--- src/rtl/sdram_init_controller.sv ---
`default_nettype none
// ============================================================================
// Module  : sdram_init_controller
// Brief   : SDRAM power-up sequencer issuing precharge-all, refreshes and mode
//           config requests. Optional ack timeout via SDRAM_INIT_TIMEOUT_EN.
// Revision: 1.0
// ============================================================================
module sdram_init_controller #(
   parameter int POWERUP_CYCLES = 20000,
   parameter int REFRESH_TIMES  = 8,
   parameter int GAP_CYCLES     = 8,
   parameter int CNT_WIDTH      = 16,
   parameter int TIMEOUT_CYCLES = 1024
) (
   input  logic clk,
   input  logic rst_n,
   input  logic sdram_inside_order_ack,
   output logic sdram_init_precharge_req,
   output logic sdram_init_refresh_req,
   output logic sdram_init_config_req,
   output logic sdram_init_done,
   output logic sdram_init_error
);

   localparam int RC_W = ($clog2(REFRESH_TIMES + 1) > 4) ? $clog2(REFRESH_TIMES + 1) : 4;

   localparam logic [CNT_WIDTH-1:0] c_POWERUP_LAST  = CNT_WIDTH'(POWERUP_CYCLES - 1);
   localparam logic [CNT_WIDTH-1:0] c_GAP_LAST      = CNT_WIDTH'(GAP_CYCLES - 1);
   localparam logic [CNT_WIDTH-1:0] c_TIMEOUT_LAST  = CNT_WIDTH'(TIMEOUT_CYCLES - 1);
   localparam logic [CNT_WIDTH-1:0] c_CNT_MAX       = '1;
   localparam logic [CNT_WIDTH-1:0] c_CNT_ONE       = CNT_WIDTH'(1);
   localparam logic [RC_W-1:0]      c_REFRESH_TIMES = RC_W'(REFRESH_TIMES);
   localparam logic [RC_W-1:0]      c_REF_ONE       = RC_W'(1);

   typedef enum logic [3:0] {
      S_POWERUP   = 4'd0,
      S_PRECHARGE = 4'd1,
      S_GAP_P     = 4'd2,
      S_REFRESH   = 4'd3,
      S_GAP_R     = 4'd4,
      S_CONFIG    = 4'd5,
      S_GAP_C     = 4'd6,
      S_DONE      = 4'd7,
      S_ERROR     = 4'd8
   } state_t;

   state_t               r_state;
   logic [CNT_WIDTH-1:0] r_cnt;
   logic [RC_W-1:0]      r_ref_cnt;
   logic                 r_pre_req;
   logic                 r_ref_req;
   logic                 r_cfg_req;
   logic                 r_done;
   logic                 r_error;

   logic [CNT_WIDTH-1:0] w_cnt_inc;
   logic                 w_ack;
   logic                 w_gap_end;
   logic                 w_timeout;

   // Saturate so a long wait never wraps the counter back to zero.
   assign w_cnt_inc = (r_cnt == c_CNT_MAX) ? r_cnt : (r_cnt + c_CNT_ONE);
   assign w_ack     = sdram_inside_order_ack;
   assign w_gap_end = (r_cnt == c_GAP_LAST);

`ifdef SDRAM_INIT_TIMEOUT_EN
   assign w_timeout = (r_cnt == c_TIMEOUT_LAST);
`else
   logic w_unused_timeout;
   assign w_unused_timeout = ^c_TIMEOUT_LAST;
   assign w_timeout        = 1'b0;
`endif

   always_ff @(posedge clk or negedge rst_n) begin
      if (!rst_n) begin
         r_state   <= S_POWERUP;
         r_cnt     <= '0;
         r_ref_cnt <= '0;
         r_pre_req <= 1'b0;
         r_ref_req <= 1'b0;
         r_cfg_req <= 1'b0;
         r_done    <= 1'b0;
         r_error   <= 1'b0;
      end else begin
         case (r_state)
            S_POWERUP: begin
               if (r_cnt == c_POWERUP_LAST) begin
                  r_state   <= S_PRECHARGE;
                  r_cnt     <= '0;
                  r_pre_req <= 1'b1;
               end else begin
                  r_cnt <= w_cnt_inc;
               end
            end
            S_PRECHARGE: begin
               if (w_ack) begin
                  r_state   <= S_GAP_P;
                  r_cnt     <= '0;
                  r_pre_req <= 1'b0;
               end else if (w_timeout) begin
                  r_state   <= S_ERROR;
                  r_cnt     <= '0;
                  r_pre_req <= 1'b0;
                  r_error   <= 1'b1;
               end else begin
                  r_cnt <= w_cnt_inc;
               end
            end
            S_GAP_P: begin
               if (w_gap_end) begin
                  r_state   <= S_REFRESH;
                  r_cnt     <= '0;
                  r_ref_req <= 1'b1;
               end else begin
                  r_cnt <= w_cnt_inc;
               end
            end
            S_REFRESH: begin
               if (w_ack) begin
                  r_state   <= S_GAP_R;
                  r_cnt     <= '0;
                  r_ref_req <= 1'b0;
                  r_ref_cnt <= r_ref_cnt + c_REF_ONE;
               end else if (w_timeout) begin
                  r_state   <= S_ERROR;
                  r_cnt     <= '0;
                  r_ref_req <= 1'b0;
                  r_error   <= 1'b1;
               end else begin
                  r_cnt <= w_cnt_inc;
               end
            end
            S_GAP_R: begin
               if (w_gap_end) begin
                  r_cnt <= '0;
                  if (r_ref_cnt < c_REFRESH_TIMES) begin
                     r_state   <= S_REFRESH;
                     r_ref_req <= 1'b1;
                  end else begin
                     r_state   <= S_CONFIG;
                     r_cfg_req <= 1'b1;
                  end
               end else begin
                  r_cnt <= w_cnt_inc;
               end
            end
            S_CONFIG: begin
               if (w_ack) begin
                  r_state   <= S_GAP_C;
                  r_cnt     <= '0;
                  r_cfg_req <= 1'b0;
               end else if (w_timeout) begin
                  r_state   <= S_ERROR;
                  r_cnt     <= '0;
                  r_cfg_req <= 1'b0;
                  r_error   <= 1'b1;
               end else begin
                  r_cnt <= w_cnt_inc;
               end
            end
            S_GAP_C: begin
               if (w_gap_end) begin
                  r_state <= S_DONE;
                  r_cnt   <= '0;
                  r_done  <= 1'b1;
               end else begin
                  r_cnt <= w_cnt_inc;
               end
            end
            S_DONE: begin
               r_done <= 1'b1;
            end
            S_ERROR: begin
               r_error <= 1'b1;
            end
            default: begin
               r_state   <= S_POWERUP;
               r_cnt     <= '0;
               r_pre_req <= 1'b0;
               r_ref_req <= 1'b0;
               r_cfg_req <= 1'b0;
            end
         endcase
      end
   end

   assign sdram_init_precharge_req = r_pre_req;
   assign sdram_init_refresh_req   = r_ref_req;
   assign sdram_init_config_req    = r_cfg_req;
   assign sdram_init_done          = r_done;
   assign sdram_init_error         = r_error;

endmodule
`default_nettype wire

--- config.mk ---
export PLATFORM = sky130hd
export DESIGN_NAME = sdram_init_controller
export DESIGN_NICKNAME = d
export VERILOG_FILES = /design/src/rtl/sdram_init_controller.sv
export SDC_FILE = /design/constraint.sdc
export NUM_CORES = 1
export LEC_CHECK = 0
export CORE_MARGIN = 2
export CORE_UTILIZATION = 30
export CTS_CLUSTER_DIAMETER = 120
export CTS_CLUSTER_SIZE = 10
export DETAILED_ROUTE_END_ITERATION = 16
export SLEW_MARGIN = 20
export SYNTH_ARGS = -nofsm -noshare
export SYNTH_HDL_FRONTEND = slang
export SYNTH_SLANG_ARGS = --single-unit
--- constraint.sdc ---
create_clock -name clk -period 3.8 [get_ports clk]
set_input_delay 0.76 -clock clk [delete_from_list [all_inputs] [get_ports clk]]
set_output_delay 0.76 -clock clk [all_outputs]
set_load 0.02 [all_outputs]
Word level (Yosys, flattened, before mapping). Cells that the tools add are included.

Reduce and logical (&&, ||, !) cells: 14. Bitwise gates (word level): 4. Equal/unequal tests: 20. Multiplexer cells: 25. Add/subtract/negate cells: 2. $lt $le $gt $ge: 1.

Operators with widths (number): $mux 16 (4); $pmux 16 s4 (1); $pmux 4 s8 (1); $mux 4 (7); $ne 2x2->1 const B (9); $add 16x1->16 const B (1); $eq 16x15->1 const B (1); $eq 16x16->1 const B (1); $eq 16x3->1 const B (1); $eq 4x3->1 const B (4); $reduce_or 7->1 (2); $eq 4x2->1 const B (2); $reduce_and 8->1 (1); $mux 1 (7); $pmux 1 s3 (2); $reduce_or 3->1 (2); $reduce_or 6->1 (1); $reduce_and 5->1 (1); $add 4x1->4 const B (1); $eq 4x1->1 const B (1); $eq 4x4->1 const B (1); $logic_not 4->1 (1); $lt 4x4->1 const B (1); $not 1->1 (4); other kinds (8) (9).

Output and inout bits: 5. Bits in registers: 29. Input port bits: 3. Logic and storage cells: 74.

Depth between registers and ports, before layout. Gate-level depths: netlist of the first run.

Word-level depth: 4. Gate-level depth with buffers: 7. Mapped depth without buffers: 6.

Least setup slack after synthesis of the first run. OpenSTA, ideal clock, no wires.

Path type: reg-to-reg. Start: register r_cnt[0]. End: register r_cnt[11]. Required time: 3.681 ns. Cell stages (with the launch flop): 8. Setup slack: 2.126 ns. Data arrival time: 1.555 ns. Cells stage by stage: dfrtp_1 > ha_1 > and4_1 > and4_4 > buf_6 > nor4b_4 > xnor2_1 > nor2_2.

Word-level cells in the longest chain between the ends: 4. Elaborated cells between the ends (all ways): 9.

RTL lines: start, declared (RTL line 48) `logic [CNT_WIDTH-1:0] r_cnt;`; start signal, assigned (RTL line 92) `r_cnt <= w_cnt_inc;`; start signal, assigned (RTL line 106) `r_cnt <= w_cnt_inc;`; start signal, assigned (RTL line 115) `r_cnt <= w_cnt_inc;`; $add 16x1->16 / $eq 16x16->1 (equally long branches) (RTL line 62) `assign w_cnt_inc = (r_cnt == c_CNT_MAX) ? r_cnt : (r_cnt + c_CNT_ONE);`; $mux 16 (RTL line 62); $mux 16, on equally long branches; $pmux 16 s4 * (RTL line 85) `case (r_state)`.

Every way passes the cells marked *; elsewhere a longest branch is shown, timed or not. A chain may end at the register's enable or synchronous reset.

Worst setup path after layout of the first run.
Start: register r_cfg_req (netlist: sdram_init_config_req). End: output port sdram_init_config_req.

RTL lines: start, declared (RTL line 52) `logic r_cfg_req;`; start signal, assigned (RTL line 81) `r_cfg_req <= 1'b0;`; start signal, assigned (RTL line 141) `r_cfg_req <= 1'b1;`; start signal, assigned (RTL line 151) `r_cfg_req <= 1'b0;`; end, declared (RTL line 20) `output logic sdram_init_config_req,`.

No word-level cell between the ends.

==> summary.txt, run 1 <==
Yosys
  – #FFs+latches synth: 27
  – Register area share after synthesis: 43.3%
  – Top cell type's share of synthesized area: 43.3%
  – Mean post-synth cell area: 10.1 um2
  – Post-synth net total: 159
  – Yosys warns: 0
  – Post-Synthesis Cells: 154
  – Top_reg_cell synth: dfrtp_1
  – Top post-synthesis cells by area: dfrtp_1 (43%), xnor2_1 (7.3%), nor2_2 (4.0%)
  – EDFF count, synth: 0
  – Leading area contributor after synthesis: dfrtp_1
  – Distinct cells, synth: 44
  – Ys async rst share: 100%
  – Mapped Area: 0.00156 mm2

Setup path
  – CP startpoint kind: flip-flop
  – Buf+Inv Stages, Crit Path: 1
  – Worst setup EP type: primary output
  – Critical R2R Launch: r_cnt[0]$_DFFE_PN0N_
  – R2R Setup Slk: 1960 ps
  – Crit path max fanout: 3
  – Worst path max stage delay: 610 ps
  – Critical Path RT: 3040 ps
  – Slowest-stage cell, CP: clkdlybuf4s50_1
  – Arr. time, crit path: 1270 ps
  – FF-to-FF End: r_cnt[12]$_DFFE_PN0N_
  – Critical path type: flip-flop to primary output
  – Kind of cell adding the most delay to the critical path: buffers and inverters
  – Worst path cell trace: clkdlybuf4s50_1
  – Cells on worst reg2reg path: 6

Power
  – Logic pwr share: 19.4%
  – Flop pwr share: 56.7%
  – P_int: 0.000487 W
  – Power Density: 422 mW/mm2
  – Clk network pwr share: 23.8%
  – Pleak: 0.704 nW
  – Switching Power: 0.000235 W
  – VDD IR max: 0.000166 V
  – Switch share: 32.6%
  – Pwr Total: 0.000722 W

Timing
  – Fin crit share: 53.4%
  – Setup Skew: 1.46 ps
  – Min Tclk post-route: 2030 ps
  – Final setup viols: 0
  – Worst setup margin: 1770 ps
  – RSZ-0062 raised after global routing: false
  – Fmax: 493 MHz
  – Slew Limit Fails: 0
  – Final setup TNS: 0 ps
  – Fin. Hold Viols: 0

Place
  – Pre-CTS WS: 1520 ps
  – Dpl hpwl: 1960 um
  – Port Buf Inserts: 6
  – Gpl congestion: 0.741

Die
  – Die area: 0.00579 mm2
  – Core box area: 0.00507 mm2
  – Number of I/O pins: 8
  – Die W: 76.1 um
  – Initial core utilization: 30.7%
  – Die Y: 76.1 um
  – # rows: 26

CTS
  – CTS tree: built
  – Hold buffers post-CTS: 0
  – Clock Latency Late Sink: 270 ps
  – H-Tree Depth: 1
  – Sinks on the clock net: 27
  – CTS clk-pin slew, worst paths: 100 ps
  – Root buffer cell: clkbuf_8
  – Total CTS buffers: 3
  – Post-CTS sizing: 0
  – Max clock buf depth: 2
  – Post-CTS Setup Bufs: 0

Route
  – Routed via count: 1134
  – Routed Antenna Nets: 0
  – Detailed-route wire length per cell: 12.2 um
  – DR vias/cell: 4.95
  – Initial DRC Count: 95
  – Drt total wl: 2800 um
  – DR pass1 iterations: 4
  – Remaining DRCs: 0

Cells and area
  – Fillcell total: 533
  – Area Overhead vs Synth: 9.78%
  – Multi-input logic area: 822 um2
  – Nets: 165
  – Antenna cell count: 0
  – Layout cells sized above 1: 18.9%
  – Register area: 676 um2

GRT
  – Number of global-route vias before repair: 1125
  – Initial antenna violation count: 0
  – GR Overflow Total: 0
  – Global-route wire length before repair: 5070 um
  – Largest net degree at the start of global routing: 28
  – Total GRT Usage: 10.4%

Status
  – Outcome: finished, final reports clean

Hold path
  – Worst Hold Class: flip-flop to flip-flop
  – Hold path endpoint: sdram_init_done$_DFFE_PN0P_
  – Hold Path Depth: 1
  – Min-delay src: sdram_init_done$_DFFE_PN0P_

Flow run
  – Max cap viols: 0
[state kept, by name, indices dropped and copies added (netlist names)]
| signal | cells |
|---|---|
| sdram_init_done | 1 |
| sdram_init_config_req | 1 |
| r_cnt | 16 |
| sdram_init_precharge_req | 1 |
| sdram_init_refresh_req | 1 |
| r_ref_cnt | 4 |
| r_state | 3 |
[metal layers]
layer	track usage (%)	part of all wire, %
met4	2.36	0.68
met3	2.13	1.9
met2	17.7	46
met5	0	0
met1	13.7	51
[cell type report]
| class | instances | area share, % |
|---|---|---|
| clock inverters | 1 | 0.438 |
| clock buffers | 3 | 2.41 |
| inverters | 3 | 0.657 |
| flip-flops and latches | 27 | 39.4 |
| well taps | 70 | 5.11 |
| repair buffers | 7 | 3.94 |
| multi-input cells | 118 | 48.0 |
[cells in the final DEF (no fill, tap or decap), types with 2 or more instances in the layout]
cell type and instances:
nor4b_2 2, o21ai_0 4, and4_1 3, clkdlybuf4s50_1 6, xnor2_1 13, and4_4 2
nor3b_2 2, and3_1 3, nand4_2 2, a31oi_1 2, nand4_1 4, dfrtp_1 27
nor2_2 10, inv_1 3, nand2_1 12, nor3_1 8, ha_1 2, mux2i_1 2
nand2b_1 2, nor2_1 14, nand3_1 4, clkbuf_8 3, a21oi_1 9
[power groups by stage]
stage	combinational (W)	clock, W	sequential, W
after floorplan	0.000111	0	0.000401
after global placement	0.000139	0	0.000413
after detailed placement	0.000142	0	0.000415
after CTS	0.000144	0.000178	0.000409
after global routing	0.000160	0.000189	0.000419
final	0.000140	0.000172	0.000410
[cell families after synthesis]
kind of cell    count (synthesis)  share of synthesized area [%]
flops                          27                           43.3
xor+xnor                       14                           7.86
fa+ha+maj                       2                           1.60
simple gates                   74                           30.3
other cells                     1                          0.240
compound gates                 24                           10.7
buf+inv                         9                           4.01
mux                             3                           2.00
[synth_stat cells, drive strengths merged (2+ instances only)]
cell type	number
nor2	24
nand4	6
nor3b	3
nand2b	2
and3	3
nor3	8
inv	3
nand2	12
o21ai	4
dfrtp	27
buf	4
ha	2
a31oi	3
nand3	4
mux2i	2
a21oi	9
and4	6
clkbuf	2
xnor2	13
nor4b	3
[per-stage QoR]
step                std cells  hold WS (ps)  cell area (um2)  util [%]
detailed placement        225           457             1660      32.8
floorplan                 154           444             1560         -
global route              229           528             1710      33.8
global placement          225           450             1660      32.8
CTS                       229           484             1710      33.8
finish                    229           473             1710      33.8
[how the worst max path moves through the flow]
stage                                         start                  endpoint  cells after the start
6_report          sdram_init_config_req$_DFFE_PN0P_     sdram_init_config_req                      1
5_1_grt        sdram_init_precharge_req$_DFFE_PN0P_  sdram_init_precharge_req                      1
4_1_cts        sdram_init_precharge_req$_DFFE_PN0P_  sdram_init_precharge_req                      1
3_5_place_dp                 sdram_inside_order_ack  r_ref_cnt[1]$_DFFE_PN0P_                      4
3_3_place_gp                 sdram_inside_order_ack  r_ref_cnt[1]$_DFFE_PN0P_                      4
2_1_floorplan                  r_cnt[0]$_DFFE_PN0N_     r_cnt[11]$_DFFE_PN0N_                      7
(Power assumes the default switching activity.)
==> inputs of run 2 (changes only) <==
Clock period 3.8 ns to 2.12 ns, I/O delays scaled along.
==> summary.txt, run 2 (synthesis gave the netlist of run 1 again) <==
Route
  – Remaining DRCs: 0
  – DR pass1 iterations: 4
  – Initial DRC Count: 82
  – DR vias/cell: 4.72
  – Routed Antenna Nets: 0
  – Routed via count: 1095
  – Drt total wl: 2860 um
  – Detailed-route wire length per cell: 12.3 um

CTS
  – Post-CTS Setup Bufs: 0
  – CTS tree: built
  – Sinks on the clock net: 27
  – Max clock buf depth: 2
  – CTS clk-pin slew, worst paths: 90 ps
  – Post-CTS sizing: 0
  – Total CTS buffers: 3
  – Hold buffers post-CTS: 0
  – Clock Latency Late Sink: 270 ps
  – H-Tree Depth: 1
  – Root buffer cell: clkbuf_8

Cells and area
  – Antenna cell count: 0
  – Area Overhead vs Synth: 11.0%
  – Fin area: 0.00173 mm2
  – Most flops, register: r_cnt
  – Most frequent cells in the layout: dfrtp_1 (27), nor2_1 (14), xnor2_1 (13)
  – Max reg flops: 16
  – Nets: 168
  – Layout cells sized above 1: 19.8%
  – Commonest non-fill, non-tap cell in the layout: dfrtp_1
  – Largest registers: r_cnt x16, r_ref_cnt x4, r_state x3

GRT
  – Global-route wire length before repair: 5070 um
  – Largest net degree at the start of global routing: 28
  – Initial antenna violation count: 0
  – Number of global-route vias before repair: 1087
  – Total GRT Usage: 10.5%
  – GR Overflow Total: 0

Timing
  – Setup Skew: 5.05 ps
  – Fin crit share: 86.1%
  – Fin. Hold Viols: 0
  – Min Tclk post-route: 1830 ps
  – RSZ-0062 raised after global routing: false
  – Final setup TNS: 0 ps
  – Slew Limit Fails: 0
  – Fmax: 548 MHz
  – Final setup viols: 0

Hold path
  – Hold Path Depth: 1
  – Worst Hold Class: flip-flop to flip-flop
  – Min-delay src: sdram_init_done$_DFFE_PN0P_
  – Hold path endpoint: sdram_init_done$_DFFE_PN0P_

Setup path
  – R2R Setup Slk: 290 ps
  – FF-to-FF End: r_cnt[12]$_DFFE_PN0N_
  – Crit path max fanout: 16
  – CP startpoint kind: flip-flop
  – Critical path origin: r_cnt[0]$_DFFE_PN0N_
  – Cells on worst reg2reg path: 6
  – Critical R2R Launch: r_cnt[0]$_DFFE_PN0N_
  – Critical Path RT: 2270 ps
  – Critical path type: flip-flop to flip-flop
  – Arr. time, crit path: 1980 ps
  – Worst setup EP type: flip-flop

Flow run
  – Max cap viols: 0

Die
  – Initial core utilization: 30.7%
  – Die area: 0.00579 mm2
  – Die W: 76.1 um
  – Core box area: 0.00507 mm2
  – # rows: 26
  – Number of I/O pins: 8
  – Die Y: 76.1 um

Place
  – Gpl congestion: 0.774
  – Placed Area: 0.00169 mm2
  – Dpl hpwl: 2040 um
  – Port Buf Inserts: 6

Power
  – VDD IR max: 0.000243 V
  – Pleak: 0.719 nW
  – Power Density: 743 mW/mm2

Status
  – Outcome: finished, final reports clean
==> run 2: changes by cell type in the layout (fill, tap and decap cells not counted), sizes merged <==
cell	change
clkinvlp	-1
buf	+3
clkbuf	+1
==> run 2: layout make-up <==
| cell class | count | area [um2] |
|---|---|---|
| fill | 551 | 3340 |
| multi-input combinational | 118 | 822 |
| inverter | 3 | 11.3 |
| clock buffer | 4 | 45.0 |
| sequential | 27 | 676 |
| timing repair buffer | 10 | 90.1 |
| tap | 70 | 87.6 |
==> run 2: layer usage <==
layer / up-vias / wire [um] / global-route usage [%] / part of all wire, %
met5: - / 0 / 0 / 0
met4: 0 / 28 / 3.27 / 0.98
met3: 3 / 57 / 1.78 / 2.0
met2: 10 / 1210 / 15.5 / 42
met1: 518 / 1560 / 15.5 / 55
li1: 564 / - / - / -
==> run 2: worst max path at each step <==
stage	to	slack, ps	cells after the start
6_report	r_cnt[12]$_DFFE_PN0N_	290	6
5_1_grt	r_cnt[12]$_DFFE_PN0N_	80	6
4_1_cts	r_cnt[12]$_DFFE_PN0N_	280	6
3_5_place_dp	r_cnt[12]$_DFFE_PN0N_	190	6
3_3_place_gp	r_ref_cnt[1]$_DFFE_PN0P_	210	4
2_1_floorplan	r_cnt[11]$_DFFE_PN0N_	450	7
==> run 2: worst max-delay path: stages, from the launching register on <==
cell and delay (ps):
dfrtp_1 430, ha_1 210, nor4b_2 280, nand4_2 200, a21oi_1 210, o21a_4 300
nor3_1 90
==> run 2: power by group <==
part	leakage, nW	internal [W]	switching (W)
sequential	0.333	0.000606	0.000129
combinational	0.363	0.000133	0.000121
clock	0.0228	0.000135	0.000163
total	0.719	0.000874	0.000412
==> run 2: stage by stage <==
stage	power, W	util, %	instances	hold slack (ps)	setup WS, ps
after floorplan	0.000918	-	154	128	446
after global placement	0.000991	33.2	228	451	212
after detailed placement	0.00100	33.2	228	458	188
after CTS	0.00130	34.1	232	481	280
after global routing	0.00137	34.1	232	516	80.8
final	0.00129	34.1	232	477	294
==> inputs of run 3 (changes only) <==
Settings changed: CELL_PAD_IN_SITES_DETAIL_PLACEMENT set to 0, CELL_PAD_IN_SITES_GLOBAL_PLACEMENT set to 1, PLACE_DENSITY_LB_ADDON set to 0.1.
==> summary.txt, run 3 (synthesis gave the netlist of run 1 again) <==
Status
  – Outcome: finished, final reports clean

Timing
  – Final setup viols: 0
  – Fmax: 527 MHz
  – WHS: 469 ps
  – Final setup TNS: 0 ps
  – Min Tclk post-route: 1900 ps
  – Fin. Hold Viols: 0
  – Slew Limit Fails: 0
  – RSZ-0062 raised after global routing: false
  – Fin crit share: 89.5%
  – Setup Skew: 3.80 ps

Cells and area
  – Area Overhead vs Synth: 11.5%
  – Most flops, register: r_cnt
  – Max reg flops: 16
  – Most frequent cells in the layout: dfrtp_1 (27), nor2_1 (14), xnor2_1 (13)
  – Antenna cell count: 0
  – Nets: 169
  – Layout cells sized above 1: 20.2%
  – Largest registers: r_cnt x16, r_ref_cnt x4, r_state x3
  – Commonest non-fill, non-tap cell in the layout: dfrtp_1

Power
  – Switch share: 32.5%
  – Clk network pwr share: 23.0%
  – Switching Power: 0.000421 W
  – Pleak: 0.723 nW
  – Power Density: 744 mW/mm2
  – Logic pwr share: 20.0%
  – VDD IR max: 0.000335 V
  – P_int: 0.000874 W
  – Flop pwr share: 57.1%

Setup path
  – Critical path type: flip-flop to flip-flop
  – CP startpoint kind: flip-flop
  – Critical Path RT: 2270 ps
  – Slowest-stage cell, CP: dfrtp_1
  – Arr. time, crit path: 2050 ps
  – Worst path cell trace: ha_1, nor4b_2, nand4_2, a21oi_1, o21a_4, nor3_1
  – Critical R2R Launch: r_cnt[0]$_DFFE_PN0N_
  – Critical path origin: r_cnt[0]$_DFFE_PN0N_
  – Worst path max stage delay: 440 ps
  – Crit path max fanout: 16
  – Worst setup EP type: flip-flop
  – R2R Setup Slk: 220 ps

Die
  – Number of I/O pins: 8
  – Die Y: 76.1 um
  – # rows: 26
  – Die area: 0.00579 mm2
  – Die W: 76.1 um
  – Core box area: 0.00507 mm2
  – Initial core utilization: 30.7%

CTS
  – CTS tree: built
  – Root buffer cell: clkbuf_8
  – Sinks on the clock net: 27
  – Post-CTS Setup Bufs: 0
  – Max clock buf depth: 2
  – Total CTS buffers: 3
  – Clock Latency Late Sink: 270 ps
  – Post-CTS sizing: 0
  – H-Tree Depth: 1
  – CTS clk-pin slew, worst paths: 100 ps
  – Hold buffers post-CTS: 0

GRT
  – Global-route wire length before repair: 5730 um
  – Number of global-route vias before repair: 1116
  – Initial antenna violation count: 0
  – Largest net degree at the start of global routing: 28
  – Total GRT Usage: 12.2%
  – GR Overflow Total: 0

Route
  – Routed via count: 1111
  – Routed Antenna Nets: 0
  – DR pass1 iterations: 4
  – Remaining DRCs: 0
  – Drt total wl: 3230 um
  – Detailed-route wire length per cell: 13.9 um
  – Initial DRC Count: 59
  – DR vias/cell: 4.77

Flow run
  – Max cap viols: 0

Place
  – Port Buf Inserts: 6
  – Dpl hpwl: 2300 um
  – Gpl congestion: 0.795

Hold path
  – Min-delay src: sdram_init_done$_DFFE_PN0P_
  – Worst Hold Class: flip-flop to flip-flop
run 3: changes by cell type in the layout (fill, tap and decap cells not counted), sizes merged:
| cell | delta |
|---|---|
| buf | +1 |
run 3: path summary, 6_finish.rpt:
kind	end	cells past startpoint
worst max-delay path	r_cnt[12]$_DFFE_PN0N_	6
worst min-delay path	sdram_init_done$_DFFE_PN0P_	1
worst max register to register	r_cnt[12]$_DFFE_PN0N_	6
worst min register to register	sdram_init_done$_DFFE_PN0P_	1
max in group asynchronous	r_ref_cnt[3]$_DFFE_PN0P_	2
min in group asynchronous	r_cnt[14]$_DFFE_PN0N_	2
run 3: per-layer routing:
metal / GRT usage [%] / part of all wire [%] / vias to the layer above
li1: - / - / 568
met1: 18.6 / 55 / 533
met2: 17.6 / 43 / 8
met3: 1.78 / 1.8 / 2
met4: 4.36 / 0.71 / 0
met5: 0 / 0 / -
run 3: critical path: cells and delay by family, from the launching register on:
| family | cells | cell delay [ps] |
|---|---|---|
| and+or+nand+nor | 3 | 590 |
| AOI/OAI and AO/OA | 2 | 530 |
| adders and majority gates | 1 | 210 |
| DFF | 1 | 440 |
run 3: area by class of cell:
type	instances	area [um2]
Fill cell	563	3340
Clock buffer	4	45.0
Sequential cell	27	676
Inverter	3	11.3
Multi-Input combinational cell	118	822
Timing Repair Buffer	11	97.6
Tap cell	70	87.6
run 3: stage by stage:
stage          util, %  cell area, um2  total power (W)  std cells  setup WS, ps
3_5_place_dp      33.4            1690          0.00101        229           180
5_1_grt           34.3            1740          0.00139        233           104
6_report          34.3            1740          0.00129        233           223
2_1_floorplan        -            1560         0.000918        154           446
3_3_place_gp      33.4            1690          0.00100        229           208
4_1_cts           34.3            1740          0.00131        233           220
run 3: power groups by stage:
stage | logic, W | registers (W) | clock network, W
2_1_floorplan | 0.000199 | 0.000719 | 0
3_3_place_gp | 0.000257 | 0.000744 | 0
3_5_place_dp | 0.000259 | 0.000746 | 0
4_1_cts | 0.000264 | 0.000737 | 0.000312
5_1_grt | 0.000292 | 0.000755 | 0.000342
6_report | 0.000258 | 0.000738 | 0.000298
==> variant 1, RTL diff (flow settings as in run 3) <==
Encoding of `state_t`: now one-hot (9 bits for 9 states).
--- a/src/rtl/sdram_init_controller.sv
+++ b/src/rtl/sdram_init_controller.sv
@@ -33,14 +33,14 @@
    localparam logic [RC_W-1:0]      c_REF_ONE       = RC_W'(1);
 
-   typedef enum logic [3:0] {
-      S_POWERUP   = 4'd0,
-      S_PRECHARGE = 4'd1,
-      S_GAP_P     = 4'd2,
-      S_REFRESH   = 4'd3,
-      S_GAP_R     = 4'd4,
-      S_CONFIG    = 4'd5,
-      S_GAP_C     = 4'd6,
-      S_DONE      = 4'd7,
-      S_ERROR     = 4'd8
+   typedef enum logic [8:0] {
+      S_POWERUP   = 9'b000000001,
+      S_PRECHARGE = 9'b000000010,
+      S_GAP_P     = 9'b000000100,
+      S_REFRESH   = 9'b000001000,
+      S_GAP_R     = 9'b000010000,
+      S_CONFIG    = 9'b000100000,
+      S_GAP_C     = 9'b001000000,
+      S_DONE      = 9'b010000000,
+      S_ERROR     = 9'b100000000
    } state_t;
 
Formal check against the unedited RTL: same outputs for any inputs over 10 cycles, from zero or initial values and one cycle with rst_n low; not proved beyond that.
==> variant 1 against run 3 <==
Critical path type unchanged. Area after synthesis is 25% higher. First-iteration DRC count is 17% lower. Total power is 14% lower. Setup slack worse by 430 ps. Sequential share of layout area is 9.4 points lower. Count of clock-buffer cells in the layout is 4 higher. Largest cell class unchanged. The run now ends with negative setup slack left. Synthesized cell count is 38% higher. Sequential cell count is 5 higher. Worst hold slack better by 24 ps. Wire length is 66% higher. Design area is 57% higher. Combinational power is 91% lower. Global-route usage is 3.2 points higher.
==> variant 1: results (changes against run 3) <==
synth unique cells=57 (was 44); sequential area share after synthesis=0.4101 (was 0.4330); htree depth=2 (was 1); CP max FO=4 (was 16); placed inst area=2426 um^2 (was 1694 um^2); maximum VDD drop=0.0002681 V (was 0.0003350 V); met2 Track Usage GR=0.2742 (was 0.1759); Fillers=616 (was 563); pre-CTS setup slack=-259.1 ps (was 180.3 ps); CP Data Arrival Time=2490 ps (was 2050 ps); Num CTS Buffers=5 (was 3); LEAKAGE=0.001198 uW (was 0.0007230 uW); # nets final=280 (was 169); gpl congestion=0.8019 (was 0.7947); M1 GR Usage=0.1855 (was 0.1864); reg-to-reg endpoint=r_state[3]$_DFFE_PN0P_ (was r_cnt[12]$_DFFE_PN0N_); clock-pin transition on the worst setup and hold timing paths=60 ps (was 100 ps); vias per cell=5.221 (was 4.768); most common library cells after synthesis=31 x dfrtp_1, 29 x nor2_1, 14 x nand2_1 (was 27 x dfrtp_1, 14 x nor2_1, 13 x xnor2_1); synth top area cells=dfrtp_1 40%, nor2_1 5.6%, xnor2_1 4.5% (was dfrtp_1 43%, xnor2_1 7.3%, nor2_2 4.0%); layout cells sized above 1=0.3514 (was 0.2025); pin count of the biggest net entering global routing=33 (was 28); cells on worst reg2reg path=7 (was 6); Final WS setup=-203.9 ps (was 223.2 ps); overall routing resource usage=0.1544 (was 0.1225); status=complete, but fails checks (was finished clean); DRT iter0 DRCs=49 (was 59); clock skew=2.205 ps (was 3.803 ps); global-route wire length before repair=8721 um (was 5727 um); slowest stage delay, CP=560 ps (was 440 ps); vias in the first global route=1803 (was 1116); largest registers=r_cnt: 16 flops, r_state: 8 flops, r_ref_cnt: 4 flops (was r_cnt: 16 flops, r_ref_cnt: 4 flops, r_state: 3 flops); Post-Syn Nets=218 (was 159); HPWL after DPL=3969 um (was 2301 um); Diodes inserted=0 (unchanged); wire per inst=15.22 um (was 13.88 um); M3 GR Usage=0.02950 (was 0.01777); Final setup viols=23 (was 0); slowest cell on the critical path=or4bb_4 (was dfrtp_1); failing checks=negative setup slack
-- variant 1: per-stage QoR --
step / setup TNS (ps) / power [uW] / hold WS [ps] / cells / utilization
floorplan: -2845 / 625.1 / 128.4 / 213 / -
global placement: -3760 / 645.6 / 450.2 / 333 / 0.3843
detailed placement: -4548 / 645.9 / 463.1 / 333 / 0.3843
CTS: -2935 / 1136 / 480.9 / 348 / 0.4160
global route: -5855 / 1164 / 513.6 / 353 / 0.4312
finish: -2753 / 1117 / 492.9 / 353 / 0.4312
-- variant 1: worst max path at each step --
stage / slack, ps / end / depth (start not counted) / startpoint
2_1_floorplan: -290 / r_state[3]$_DFFE_PN0P_ / 7 / r_cnt[0]$_DFFE_PN0N_
3_3_place_gp: -230 / r_state[0]$_DFFE_PN1P_ / 7 / r_state[6]$_DFFE_PN0P_
3_5_place_dp: -260 / r_state[0]$_DFFE_PN1P_ / 7 / r_state[6]$_DFFE_PN0P_
4_1_cts: -210 / r_state[3]$_DFFE_PN0P_ / 7 / r_cnt[0]$_DFFE_PN0N_
5_1_grt: -330 / r_state[3]$_DFFE_PN0P_ / 9 / r_cnt[0]$_DFFE_PN0N_
6_report: -200 / r_state[3]$_DFFE_PN0P_ / 7 / r_cnt[0]$_DFFE_PN0N_
-- variant 1: layer usage --
metal,part of all wire,vias to the layer above,wire (um)
met2,0.52,24,2808
met5,0,-,0
met1,0.43,917,2304
li1,-,892,-
met4,0.020,0,108
met3,0.028,10,150
-- variant 1: cell type report --
cell class / count / area [um^2] / area share
multi-input combinational: 164 / 1179 / 0.4329
clock buffer: 8 / 90.09 / 0.03309
timing repair buffer: 67 / 536.8 / 0.1972
inverter: 5 / 18.77 / 0.006893
sequential: 32 / 802.0 / 0.2946
tap: 77 / 96.34 / 0.03539
-- variant 1: worst register-to-register path, stage by stage, from the launching register on --
cell	delay, ps
dfrtp_1	400
ha_4	160
or4bb_4	560
nor4_4	220
a21oi_4	50
or3_4	410
nor2_8	120
mux2_4	300
-- variant 1: report_power, final --
group	switching [uW]	internal, uW
Sequential	0	611
Combinational	16.6	6.74
Clock	218	265
Total	235	882
-- variant 1: kinds of logic (layout without fill, tap and decap cells) --
kind of cell,after synthesis,count (layout),share of synthesized area
flops,32,32,0.4101
simple gates,98,98,0.2777
mux,5,5,0.02879
fa+ha+maj,2,2,0.01279
xor+xnor,17,17,0.07613
other cells,1,1,0.001918
buf+inv,17,80,0.04351
compound gates,41,41,0.1491
-- variant 1: timing repair --
action / 4_1_cts / 5_1_grt
resized for setup: 14 / 12
buffers inserted: 7 / 5
setup endpoints to repair: 24 / 26
pin swaps: 6 / 10
gates cloned: 0 / 0
==> variant 2, RTL diff (flow settings as in run 3) <==
Made on the original files. Add a define of `SDRAM_INIT_TIMEOUT_EN`.
--- a/src/rtl/sdram_init_controller.sv
+++ b/src/rtl/sdram_init_controller.sv
@@ -6,4 +6,6 @@
 // Revision: 1.0
 // ============================================================================
+`define SDRAM_INIT_TIMEOUT_EN
+
 module sdram_init_controller #(
    parameter int POWERUP_CYCLES = 20000,
Formal check against the unedited RTL: same outputs for any inputs over 10 cycles, from zero or initial values and one cycle with rst_n low; that may be too few to reach the edited logic, so the function may still have changed.
==> variant 2 against run 3 <==
Core utilization increased by 10 points. Setup slack got worse by 250 ps. Sequential share of layout area is 11 points lower. Design area is 51% higher. Critical path depth unchanged. Die area increased by 17%. The flow now finishes with violations (negative setup slack). Wire length up 73%. Area after synthesis grew 17%. Sequential cell count is 2 higher. Critical endpoint is now r_state[1]$_DFFE_PN0P_. Synthesized cell count rose by 34%. Clock skew up 6.8 ps.
Power is not compared: it rests on default switching activity, and its combinational part moved more than twofold at a synthesized area within 25%.
==> variant 2: results (changes against run 3) <==
placed cells=324 (was 229); DRT iter0 DRCs=125 (was 59); slowest cell on the critical path=or4b_1 (was dfrtp_1); met3 wire len=233 um (was 58 um); Final TNS setup=-87.29 ps (was 0 ps); core area=5921 um^2 (was 5075 um^2); # nets final=266 (was 169); sequential area share after synthesis=0.3959 (was 0.4330); layout cells sized above 1=0.3702 (was 0.2025); Met2 Wirelength=2675 um (was 1380 um); Final WS setup=-30.40 ps (was 223.2 ps); WHS Endpoint=sdram_init_error$_DFFE_PN0P_ (was sdram_init_done$_DFFE_PN0P_); hold_sp=sdram_init_error$_DFFE_PN0P_ (was sdram_init_done$_DFFE_PN0P_); Synth Area in Adders=0.01365 (was 0.01604); overall routing resource usage=0.1804 (was 0.1225); worst hold slack=464.3 ps (was 468.8 ps); Data buffer area share=0.1867 (was 0.05612); largest registers=r_cnt: 16 flops, r_ref_cnt: 4 flops, r_state: 4 flops (was r_cnt: 16 flops, r_ref_cnt: 4 flops, r_state: 3 flops); failing checks=negative setup slack; Inverters=5 (was 3); Final setup viols=5 (was 0); multi-input combinational area share=0.4481 (was 0.4727); M3 GR Usage=0.03043 (was 0.01777); Post-Syn Nets=212 (was 159); reg-to-reg endpoint=r_state[1]$_DFFE_PN0P_ (was r_cnt[12]$_DFFE_PN0N_); Critical Path Start=r_cnt[14]$_DFFE_PN0N_ (was r_cnt[0]$_DFFE_PN0N_); Clock Latency Late Sink=290 ps (was 270 ps); met1 WL=2580 um (was 1772 um); Fillers=604 (was 563); number of multi-input logic gates=159 (was 118); pin count of the biggest net entering global routing=30 (was 28); M1 GR Usage=0.2400 (was 0.1864); placed inst area=2292 um^2 (was 1694 um^2); status=complete, but fails checks (was finished clean)
## variant 2: changes by cell type in the layout (fill, tap and decap cells not counted), moves of 4 or more
cell and change:
nor4_1 +7, nor2_2 -10, nor2_1 +4, nor4_4 +6, nand3_1 +6, nand4_1 +4, nand2_1 +6, buf_4 +45
buf_6 +4, a21oi_1 -5
## variant 2: worst max path at each step
stage,endpoint,slack (ps),depth (start not counted)
detailed placement,r_cnt[7]$_DFFE_PN0N_,-110,7
floorplan,r_cnt[10]$_DFFE_PN0N_,-280,8
global placement,r_state[2]$_DFFE_PN0P_,-80,6
finish,r_state[1]$_DFFE_PN0P_,-30,6
global route,r_cnt[7]$_DFFE_PN0N_,-100,7
CTS,r_cnt[12]$_DFFE_PN0N_,-40,6
## variant 2: worst register-to-register path: stages, from the launching register on
cell      delay [ps]
dfrtp_1          420
or4b_1           490
or4_4            430
buf_4            160
and2_2           200
a221oi_2         240
o41ai_1           90
